$ cat config.mk
export PLATFORM = sky130hd
export DESIGN_NAME = manchester_word_encoder
export DESIGN_NICKNAME = d
export VERILOG_FILES = /design/src/rtl/manchester_word_encoder.sv
export SDC_FILE = /design/constraint.sdc
export NUM_CORES = 1
export LEC_CHECK = 0
export BUFFER_PORTS_ARGS = -buffer_cell sky130_fd_sc_hd__buf_2
export CAP_MARGIN = 0
export CORE_ASPECT_RATIO = 1.75
export CORE_MARGIN = 2
export CORE_UTILIZATION = 30
export CTS_BUF_LIST = sky130_fd_sc_hd__clkbuf_2
export DETAILED_ROUTE_END_ITERATION = 10
export GPL_TIMING_DRIVEN = 0
export SKIP_CTS_REPAIR_TIMING = 1
export SYNTH_ARGS = -nofsm -noshare
export SYNTH_HDL_FRONTEND = slang
export SYNTH_SLANG_ARGS = --single-unit
$ cat constraint.sdc
create_clock -name clk -period 2.1 [get_ports clk]
set_input_delay 0 -clock clk [delete_from_list [all_inputs] [get_ports clk]]
set_output_delay 0 -clock clk [all_outputs]
set_load 0.05 [all_outputs]
$ cat src/rtl/manchester_word_encoder.sv
// Word-wide Manchester encoder: valid/ready word in, one half-bit per clk out.
// Ports: clk, rst (async high), in_data/in_valid/in_ready, outp, out_active, done.
// Optional build macro MANCH_PARITY_EN appends an even-parity bit per frame.
module manchester_word_encoder #(
   parameter int DATA_W    = 8,
   parameter bit IEEE_POL  = 1'b1,
   parameter bit MSB_FIRST = 1'b1,
   parameter bit IDLE_LVL  = 1'b0
) (
   input  logic              clk,
   input  logic              rst,
   input  logic [DATA_W-1:0] in_data,
   input  logic              in_valid,
   output logic              in_ready,
   output logic              outp,
   output logic              out_active,
   output logic              done
);

   localparam int CW = $clog2(DATA_W);

`ifdef MANCH_PARITY_EN
   typedef enum logic [1:0] {IDLE, SEND, PAR} state_t;
`else
   typedef enum logic [1:0] {IDLE, SEND} state_t;
`endif

   state_t            state, state_n;
   logic [DATA_W-1:0] sh, sh_n, sh_shift;
   logic [CW-1:0]     cnt, cnt_n;
   logic              phase, phase_n;
   logic              outp_n, act_n, done_n;
   logic              accept, last;
   logic              first_bit, cur_bit, nxt_bit;
`ifdef MANCH_PARITY_EN
   logic              par, par_n;
`endif

   function automatic logic enc(input logic b, input logic second);
      if (IEEE_POL) return second ? b : ~b;
      else          return second ? ~b : b;
   endfunction

   // A new word may enter when idle or while the final half-bit is out.
   assign in_ready  = (state == IDLE) | done;
   assign accept    = in_valid & in_ready;
   assign last      = (cnt == CW'(DATA_W - 1));
   assign first_bit = MSB_FIRST ? in_data[DATA_W-1] : in_data[0];
   assign cur_bit   = MSB_FIRST ? sh[DATA_W-1] : sh[0];
   assign nxt_bit   = MSB_FIRST ? sh[DATA_W-2] : sh[1];
   assign sh_shift  = MSB_FIRST ? {sh[DATA_W-2:0], 1'b0}
                                : {1'b0, sh[DATA_W-1:1]};

   always_comb begin
      state_n = state;
      sh_n    = sh;
      cnt_n   = cnt;
      phase_n = phase;
      outp_n  = outp;
      act_n   = out_active;
      done_n  = 1'b0;
`ifdef MANCH_PARITY_EN
      par_n   = par;
`endif
      if (state == IDLE || done) begin
         if (accept) begin
            state_n = SEND;
            sh_n    = in_data;
            cnt_n   = '0;
            phase_n = 1'b0;
            outp_n  = enc(first_bit, 1'b0);
            act_n   = 1'b1;
`ifdef MANCH_PARITY_EN
            par_n   = ^in_data;
`endif
         end else begin
            state_n = IDLE;
            cnt_n   = '0;
            phase_n = 1'b0;
            outp_n  = IDLE_LVL;
            act_n   = 1'b0;
         end
      end else begin
         unique case (state)
            SEND: begin
               if (!phase) begin
                  outp_n  = enc(cur_bit, 1'b1);
                  phase_n = 1'b1;
`ifndef MANCH_PARITY_EN
                  done_n  = last;
`endif
               end else if (!last) begin
                  sh_n    = sh_shift;
                  cnt_n   = cnt + 1'b1;
                  phase_n = 1'b0;
                  outp_n  = enc(nxt_bit, 1'b0);
               end else begin
`ifdef MANCH_PARITY_EN
                  state_n = PAR;
                  phase_n = 1'b0;
                  outp_n  = enc(par, 1'b0);
`else
                  // Unreachable: this half is always flagged done.
                  state_n = IDLE;
                  outp_n  = IDLE_LVL;
                  act_n   = 1'b0;
`endif
               end
            end
`ifdef MANCH_PARITY_EN
            PAR: begin
               outp_n  = enc(par, 1'b1);
               phase_n = 1'b1;
               done_n  = 1'b1;
            end
`endif
            default: begin
               state_n = IDLE;
               outp_n  = IDLE_LVL;
               act_n   = 1'b0;
            end
         endcase
      end
   end

   always_ff @(posedge clk or posedge rst) begin
      if (rst) begin
         state      <= IDLE;
         sh         <= '0;
         cnt        <= '0;
         phase      <= 1'b0;
         outp       <= IDLE_LVL;
         out_active <= 1'b0;
         done       <= 1'b0;
`ifdef MANCH_PARITY_EN
         par        <= 1'b0;
`endif
      end else begin
         state      <= state_n;
         sh         <= sh_n;
         cnt        <= cnt_n;
         phase      <= phase_n;
         outp       <= outp_n;
         out_active <= act_n;
         done       <= done_n;
`ifdef MANCH_PARITY_EN
         par        <= par_n;
`endif
      end
   end

endmodule

# Word-level counts from Yosys, hierarchy flattened
# Index checks and enable logic that the tools add are counted.
dict set report totals {
  ff_bits 17
  in_bits 11
  out_inout_bits 4
}
dict set report classes {
  add_sub_neg 1
  eq_ne 6
  muxes 31
  n_bitwise 4
  reduce_logical 7
}
# cell n
set ops {}
lappend ops {{$mux W8} 5}
lappend ops {{$mux W1} 18}
lappend ops {{$mux W3} 4}
lappend ops {{$mux W2} 4}
lappend ops {{$ne A3 B3 Y1 const B} 2}
lappend ops {{$reduce_and A4 Y1} 1}
lappend ops {{$reduce_bool A2 Y1} 2}
lappend ops {{$add A3 B1 Y3 const B} 1}
lappend ops {{$eq A3 B3 Y1 const B} 1}
lappend ops {{$reduce_and A3 Y1} 1}
lappend ops {{$eq A2 B1 Y1 const B} 1}
lappend ops {{$logic_not A2 Y1} 1}
lappend ops {{$ne A2 B1 Y1 const B} 1}
lappend ops {{$ne A2 B2 Y1 const B} 1}
lappend ops {{$not A1 Y1} 2}
lappend ops {{$reduce_and A2 Y1} 1}
lappend ops {{$and A1 B1 Y1} 1}
lappend ops {{$logic_or A1 B1 Y1} 1}
lappend ops {{$or A1 B1 Y1} 1}

# Depth between registers and ports, before layout
# Gate-level depths: netlist (run 1).
dict set report logic_depth {
  depth_word 5
  depth_mapped 5
  depth_no_buf 5
}

# Worst setup path after synthesis (run 1)
# No wires, ideal clock.
dict set report synth_path {
  kind {register to register}
  start {register done}
  end {register outp}
  arrival_time_ns 1.771
  required_ns 1.938
  slack_ns 0.167
  path_stages_with_launch 5
  period_less_slack_ns 1.933
  cell_sequence {dfrtp_1 > nand2b_4 > buf_6 > clkbuf_1 > o21ai_0}
}
dict set report synth_via {
  elab_chain_cells 4
}
# item line_no
set synth_lines {}
lappend synth_lines {{start: declaration} 17} ;# output logic done
lappend synth_lines {{start signal: assignment} 145} ;# done <= done_n;
lappend synth_lines {{$or A1 B1 Y1} 45} ;# assign in_ready = (state == IDLE) | done;
lappend synth_lines {{net in_ready} 14} ;# output logic in_ready,
lappend synth_lines {{$and A1 B1 Y1} 46} ;# assign accept = in_valid & in_ready;
lappend synth_lines {{$mux W1} 66} ;# if (accept) begin
lappend synth_lines {{$mux W1} 65} ;# if (state == IDLE || done) begin
lappend synth_lines {{net outp_n} 32} ;# logic outp_n, act_n, done_n;
lappend synth_lines {{end signal: assignment} 143} ;# outp <= outp_n;
lappend synth_lines {{end: declaration} 15} ;# output logic outp,
# The timed path passes the listed nets, and every way through them passes these cells.
# A chain may end at the register's enable or synchronous reset.

==> results of run 1 <==
-- per-layer routing --
metal,part of all wire [%],vias to the layer above
li1,-,237
met1,41,234
met2,53,14
met3,4.2,4
met4,2.1,0
met5,0,-
-- critical path, cell delays in order, from the launching register on --
cell and delay [ns]:
dfrtp_1 0.43, nand2b_4 0.07, buf_6 0.15, clkbuf_1 0.34, nand3_1 0.14, dlygate4sd3_1 0.57
o21ai_0 0.07
-- state kept, by name, indices dropped and copies added, names as in the netlist --
register and count:
sh 8, cnt 3, done 1, out_active 1, outp 1, phase 1
-- logic make-up (layout without fill, tap and decap cells) --
logic type / after synthesis / count (layout) / synth area share, %
and+or+nand+nor: 9 / 9 / 7.70
AOI/OAI and AO/OA: 5 / 5 / 3.61
muxes: 18 / 18 / 30.0
DFF: 15 / 15 / 49.2
xor gates and xnor gates: 1 / 1 / 1.15
adders and majority gates: 3 / 3 / 4.92
buffers and inverters: 5 / 27 / 3.44
-- synth_stat cells, drive strengths merged --
library cell | instances | area share [%]
o21ai | 2 | 1.3
nor2 | 4 | 2.0
a21o | 1 | 0.98
ha | 3 | 4.9
nand3 | 1 | 0.66
mux2 | 15 | 26
nand3b | 1 | 0.98
dfrtp | 15 | 49
a21oi | 2 | 1.3
xnor2 | 1 | 1.1
and2b | 1 | 1.3
buf | 1 | 1.5
mux2i | 3 | 3.9
inv | 3 | 1.5
nand2b | 1 | 1.8
nor3b | 1 | 0.98
clkbuf | 1 | 0.49
-- per-stage QoR --
stage	util (%)	power (uW)	hold slack (ns)	setup WS (ns)	instance area, um2
4_1_cts	36.0	1410	-0.254	0.270	886
3_5_place_dp	35.2	1260	0.0913	0.295	866
2_1_floorplan	-	1130	-0.0985	0.167	763
5_1_grt	37.6	1490	0.00205	0.165	926
3_3_place_gp	35.2	1240	0.0849	0.301	866
6_report	37.6	1390	-0.00418	0.258	926
-- cell type report --
| type | instances | share of cell area [%] |
|---|---|---|
| sequential | 15 | 40.5 |
| multi-input combinational | 36 | 39.1 |
| timing repair buffer | 18 | 11.9 |
| tap | 26 | 3.51 |
| clock buffer | 4 | 2.16 |
| buffer | 2 | 1.62 |
| inverter | 3 | 1.22 |
-- power by group --
part           switching [uW]  internal, uW  leakage (uW)
Combinational             351           410      0.000260
Clock                    90.1          50.5     0.0000166
Sequential               77.8           413      0.000187
Total                     519           874      0.000464
-- worst paths after layout --
| check | end | slack (ns) | cells after the start |
|---|---|---|---|
| max | sh[0] | 0.26 | 6 |
| min | outp | -0.004 | 3 |
| max reg2reg | sh[0] | 0.26 | 6 |
| min reg2reg | sh[2] | 0.53 | 1 |
| max in group asynchronous | outp | 1.43 | 3 |
| min in group asynchronous | cnt[1] | 0.30 | 3 |
==> results.cfg, run 1 <==
[yosys]
syn_area_um2 = 763
synthDistinctLibCells = 18
ys_ff_latch = 15
synth_nets = 70
avgSynthCellArea_um2 = 13.6
yosys_warnings = 0
syn_inst = 56
ys_seq_area_share_pct = 49.2

[cells_and_area]
layout.cells.non_filler = 104
nets = 93
drive_above_1_share_pct = 46.2
final_cell_mix = 15 x dfrtp_1, 14 x buf_2, 8 x mux2_4
final-seq-area_um2 = 375
nFillCells = 264
layout_commonest_cell = dfrtp_1
multiInputGateArea_um2 = 362
diodes = 0
area_growth_pct = 21.3

[sta]
period_needed_ns = 1.84
rsz0062_at_grt = no
clock_skew_ns = 0.00390
finalSetupViolCount = 0
slew_headroom_pct = 62.1
maxSlewViolCount = 0
worst_slew_pin_slew_ns = 0.569
holdWs_ns = -0.00418
finalHoldViolCount = 1
fmax_ghz = 0.543
setup-tns-final_ns = 0
fin_crit_sh_pct = 87.7

[grt]
grt_pass1_vias = 543
grt_antenna_before_repair = 0
grt_pass1_wl_mm = 2.26
grt_usage_pct = 10.1
grt_max_degree = 16
grt.met2_usage_pct = 17.2
use_met1_pct = 10.4
use_met3_pct = 2.55
grt_most_used_layer = met2
grt_overflow = 0

[floorplanning]
num_rows = 24
pin_count = 15
coreArea_mm2 = 0.00246
start_util_pct = 31.0
die_width_um = 42.1
die_area_mm2 = 0.00298
die_y_um = 70.7

[routing]
num_vias = 489
drt_wl_total_mm = 1.36
dr.pass1.iters = 2
drt_iter0_markers = 12
viasPerCell = 4.70
ant_nets = 0
post_drt_wl_per_cell_um = 13.1
drc_errors = 0

[placement]
dp_hpwl_um = 941
place_congestion = 0.683
dp.cells = 96
io_buffers = 14

[clock_network]
worst_skew_pair.late_latency_ns = 0.28
cts-buffers-inserted = 3
root_buffer = clkbuf_2
clockBufferDepth = 2
clock_sinks = 15
clkTransAtPathRegs_ns = 0.14
cts_tree = yes
cts_max_level = 1

[critical_path]
crit_start = out_active
rr_startpoint = out_active
start_kind = flip-flop
required_ns = 2.31
critPathMaxFanout = 10
critPathArrivalTime_ns = 2.06
criticalPathCategory = reg2reg
cp-end-kind = flip-flop

[status]
outcome = finished, violations left
violations = negative hold slack

[run]
cap_viol_max_count = 0

[power_and_ir_drop]
leakage_uw = 0.000464
vdd_drop_max_uv = 535
power_per_cell_area_mw_per_mm2 = 1500

[worst_hold_path]
hp-start = in_data[7]
hold_class = in2reg
(Power assumes the default switching activity.)
==> run 2: changes to the inputs <==
--- a/config.mk
+++ b/config.mk
@@ -7,9 +7,8 @@
 export LEC_CHECK = 0
 export BUFFER_PORTS_ARGS = -buffer_cell sky130_fd_sc_hd__buf_2
 export CAP_MARGIN = 0
-export CORE_ASPECT_RATIO = 1.75
 export CORE_MARGIN = 2
-export CORE_UTILIZATION = 30
+export CORE_UTILIZATION = 42
 export CTS_BUF_LIST = sky130_fd_sc_hd__clkbuf_2
 export DETAILED_ROUTE_END_ITERATION = 10
 export GPL_TIMING_DRIVEN = 0
==> run 2 against run 1 <==
Effect of this change: the flow now finishes without violations; sequential cell count did not move; hold slack improved by 0.072 ns; first-iteration DRC count fell by 83%; non-clock buffer count rose by 1; sequential share of layout area fell by 0.38 points; cell count did not move; clock power fell by 5%; power fell by 0.96%; final area rose by 0.95%; maximum frequency rose by 2.3%; core utilization rose by 17 points; combinational power fell by 0.7%.
==> results.cfg, run 2 (synthesis gave the netlist of run 1 again) <==
[status]
outcome = finished clean

[sta]
fmax_ghz = 0.555
fin_crit_sh_pct = 85.8
worst_slew_pin_slew_ns = 0.556
finalSetupViolCount = 0
period_needed_ns = 1.80
holdWs_ns = 0.0680
clock_skew_ns = 0.00663
finalHoldViolCount = 0
rsz0062_at_grt = no
setup-tns-final_ns = 0
maxSlewViolCount = 0
slew_headroom_pct = 62.9

[grt]
grt_pass1_wl_mm = 1.77
grt_overflow = 0
grt_max_degree = 16
grt_usage_pct = 12.1
grt_antenna_before_repair = 0
grt_pass1_vias = 421

[critical_path]
crit_family = multiplexers
critPathMaxFanout = 8
max_stage_delay_ns = 0.42
criticalPathCategory = reg2reg
rr_endpoint = sh[5]
slowest_stage = dfrtp_1
rr_startpoint = cnt[0]
required_ns = 2.28
reg2reg_depth = 5
path_buf_inv = 0
worstPathCellList = ha_1, ha_1, and2b_4, mux2_4, mux2_4
cp-end-kind = flip-flop
rrSetupSlack_ns = 0.30
critPathArrivalTime_ns = 1.98
start_kind = flip-flop

[power_and_ir_drop]
vdd_drop_max_uv = 717
leakage_uw = 0.000468
power_per_cell_area_mw_per_mm2 = 1480

[routing]
ant_nets = 0
drc_errors = 0
drt_wl_total_mm = 1.17
num_vias = 470
drt_iter0_markers = 2
viasPerCell = 4.52
post_drt_wl_per_cell_um = 11.2
dr.pass1.iters = 2

[clock_network]
cts-buffers-inserted = 3
cts_max_level = 1
worst_skew_pair.late_latency_ns = 0.27
cts_tree = yes
clock_sinks = 15
clockBufferDepth = 2
root_buffer = clkbuf_2
clkTransAtPathRegs_ns = 0.15

[worst_hold_path]
hp-start = in_data[2]
hold_end = sh[2]
hold_class = in2reg
hold_path_depth = 3

[cells_and_area]
nets = 94
largest_register_ffs = 8
drive_above_1_share_pct = 45.6
multiInputGateArea_um2 = 362
diodes = 0
largest-register = sh
nFillCells = 154
final_cell_mix = 15 x dfrtp_1, 14 x buf_2, 8 x mux2_4
layout_commonest_cell = dfrtp_1
final-seq-area_um2 = 375
top_regs = sh: 8 flops, cnt: 3 flops
area_growth_pct = 22.5

[run]
cap_viol_max_count = 0

[floorplanning]
die_width_um = 46.6
pin_count = 15
coreArea_mm2 = 0.00173
die_area_mm2 = 0.00217
num_rows = 15
die_y_um = 46.6
start_util_pct = 44.2

[placement]
io_buffers = 14
place_congestion = 0.669
[run 2: cell types whose count changed in the layout (fill, tap and decap cells not counted), sizes merged]
cell / before / now
clkinv: 0 / 1
clkbuf: 5 / 4
dlygate4sd3: 4 / 5
[run 2: worst max-delay path by stage]
stage / from / to / slack, ns / depth (start not counted)
global placement: cnt[0] / sh[4] / 0.32 / 5
finish: cnt[0] / sh[5] / 0.30 / 5
detailed placement: cnt[0] / sh[5] / 0.31 / 5
CTS: cnt[0] / sh[5] / 0.29 / 5
global route: out_active / sh[0] / 0.19 / 6
floorplan: done / outp / 0.17 / 4
[run 2: cell type report]
class,count,share of cell area [%]
Timing Repair Buffer,19,12.9
Sequential cell,15,40.2
Tap cell,25,3.35
Multi-Input combinational cell,36,38.7
Clock inverter,1,0.535
Clock buffer,3,1.61
Buffer,2,1.61
Inverter,3,1.20
[run 2: metal layers]
metal	wire, um	global-route usage (%)	vias up
met3	41	3.92	0
met1	590	16.6	225
li1	-	-	236
met2	537	16.7	9
met5	0	0	-
met4	0	6.67	0
[run 2: worst register-to-register path: cells and delay by family (launching register included)]
kind,cells,cell delay [ns]
muxes,2,0.57
DFF,1,0.42
and+or+nand+nor,1,0.29
adders and majority gates,2,0.43
[run 2: metrics by stage]
stage	total power [uW]	cells	area [um2]	setup slack (ns)	util [%]
finish	1380	104	935	0.299	54.1
global route	1480	104	935	0.190	54.1
CTS	1390	99	885	0.289	51.2
detailed placement	1250	95	865	0.312	50.1
global placement	1240	95	865	0.316	50.1
floorplan	1130	56	763	0.167	-
[run 2: where the power goes]
part / total, uW / switching [uW] / internal, uW / leakage, uW
Clock: 134 / 91.1 / 43.1 / 0.0000164
Combinational: 756 / 345 / 411 / 0.000264
Sequential: 489 / 75.8 / 413 / 0.000187
Total: 1380 / 512 / 867 / 0.000468
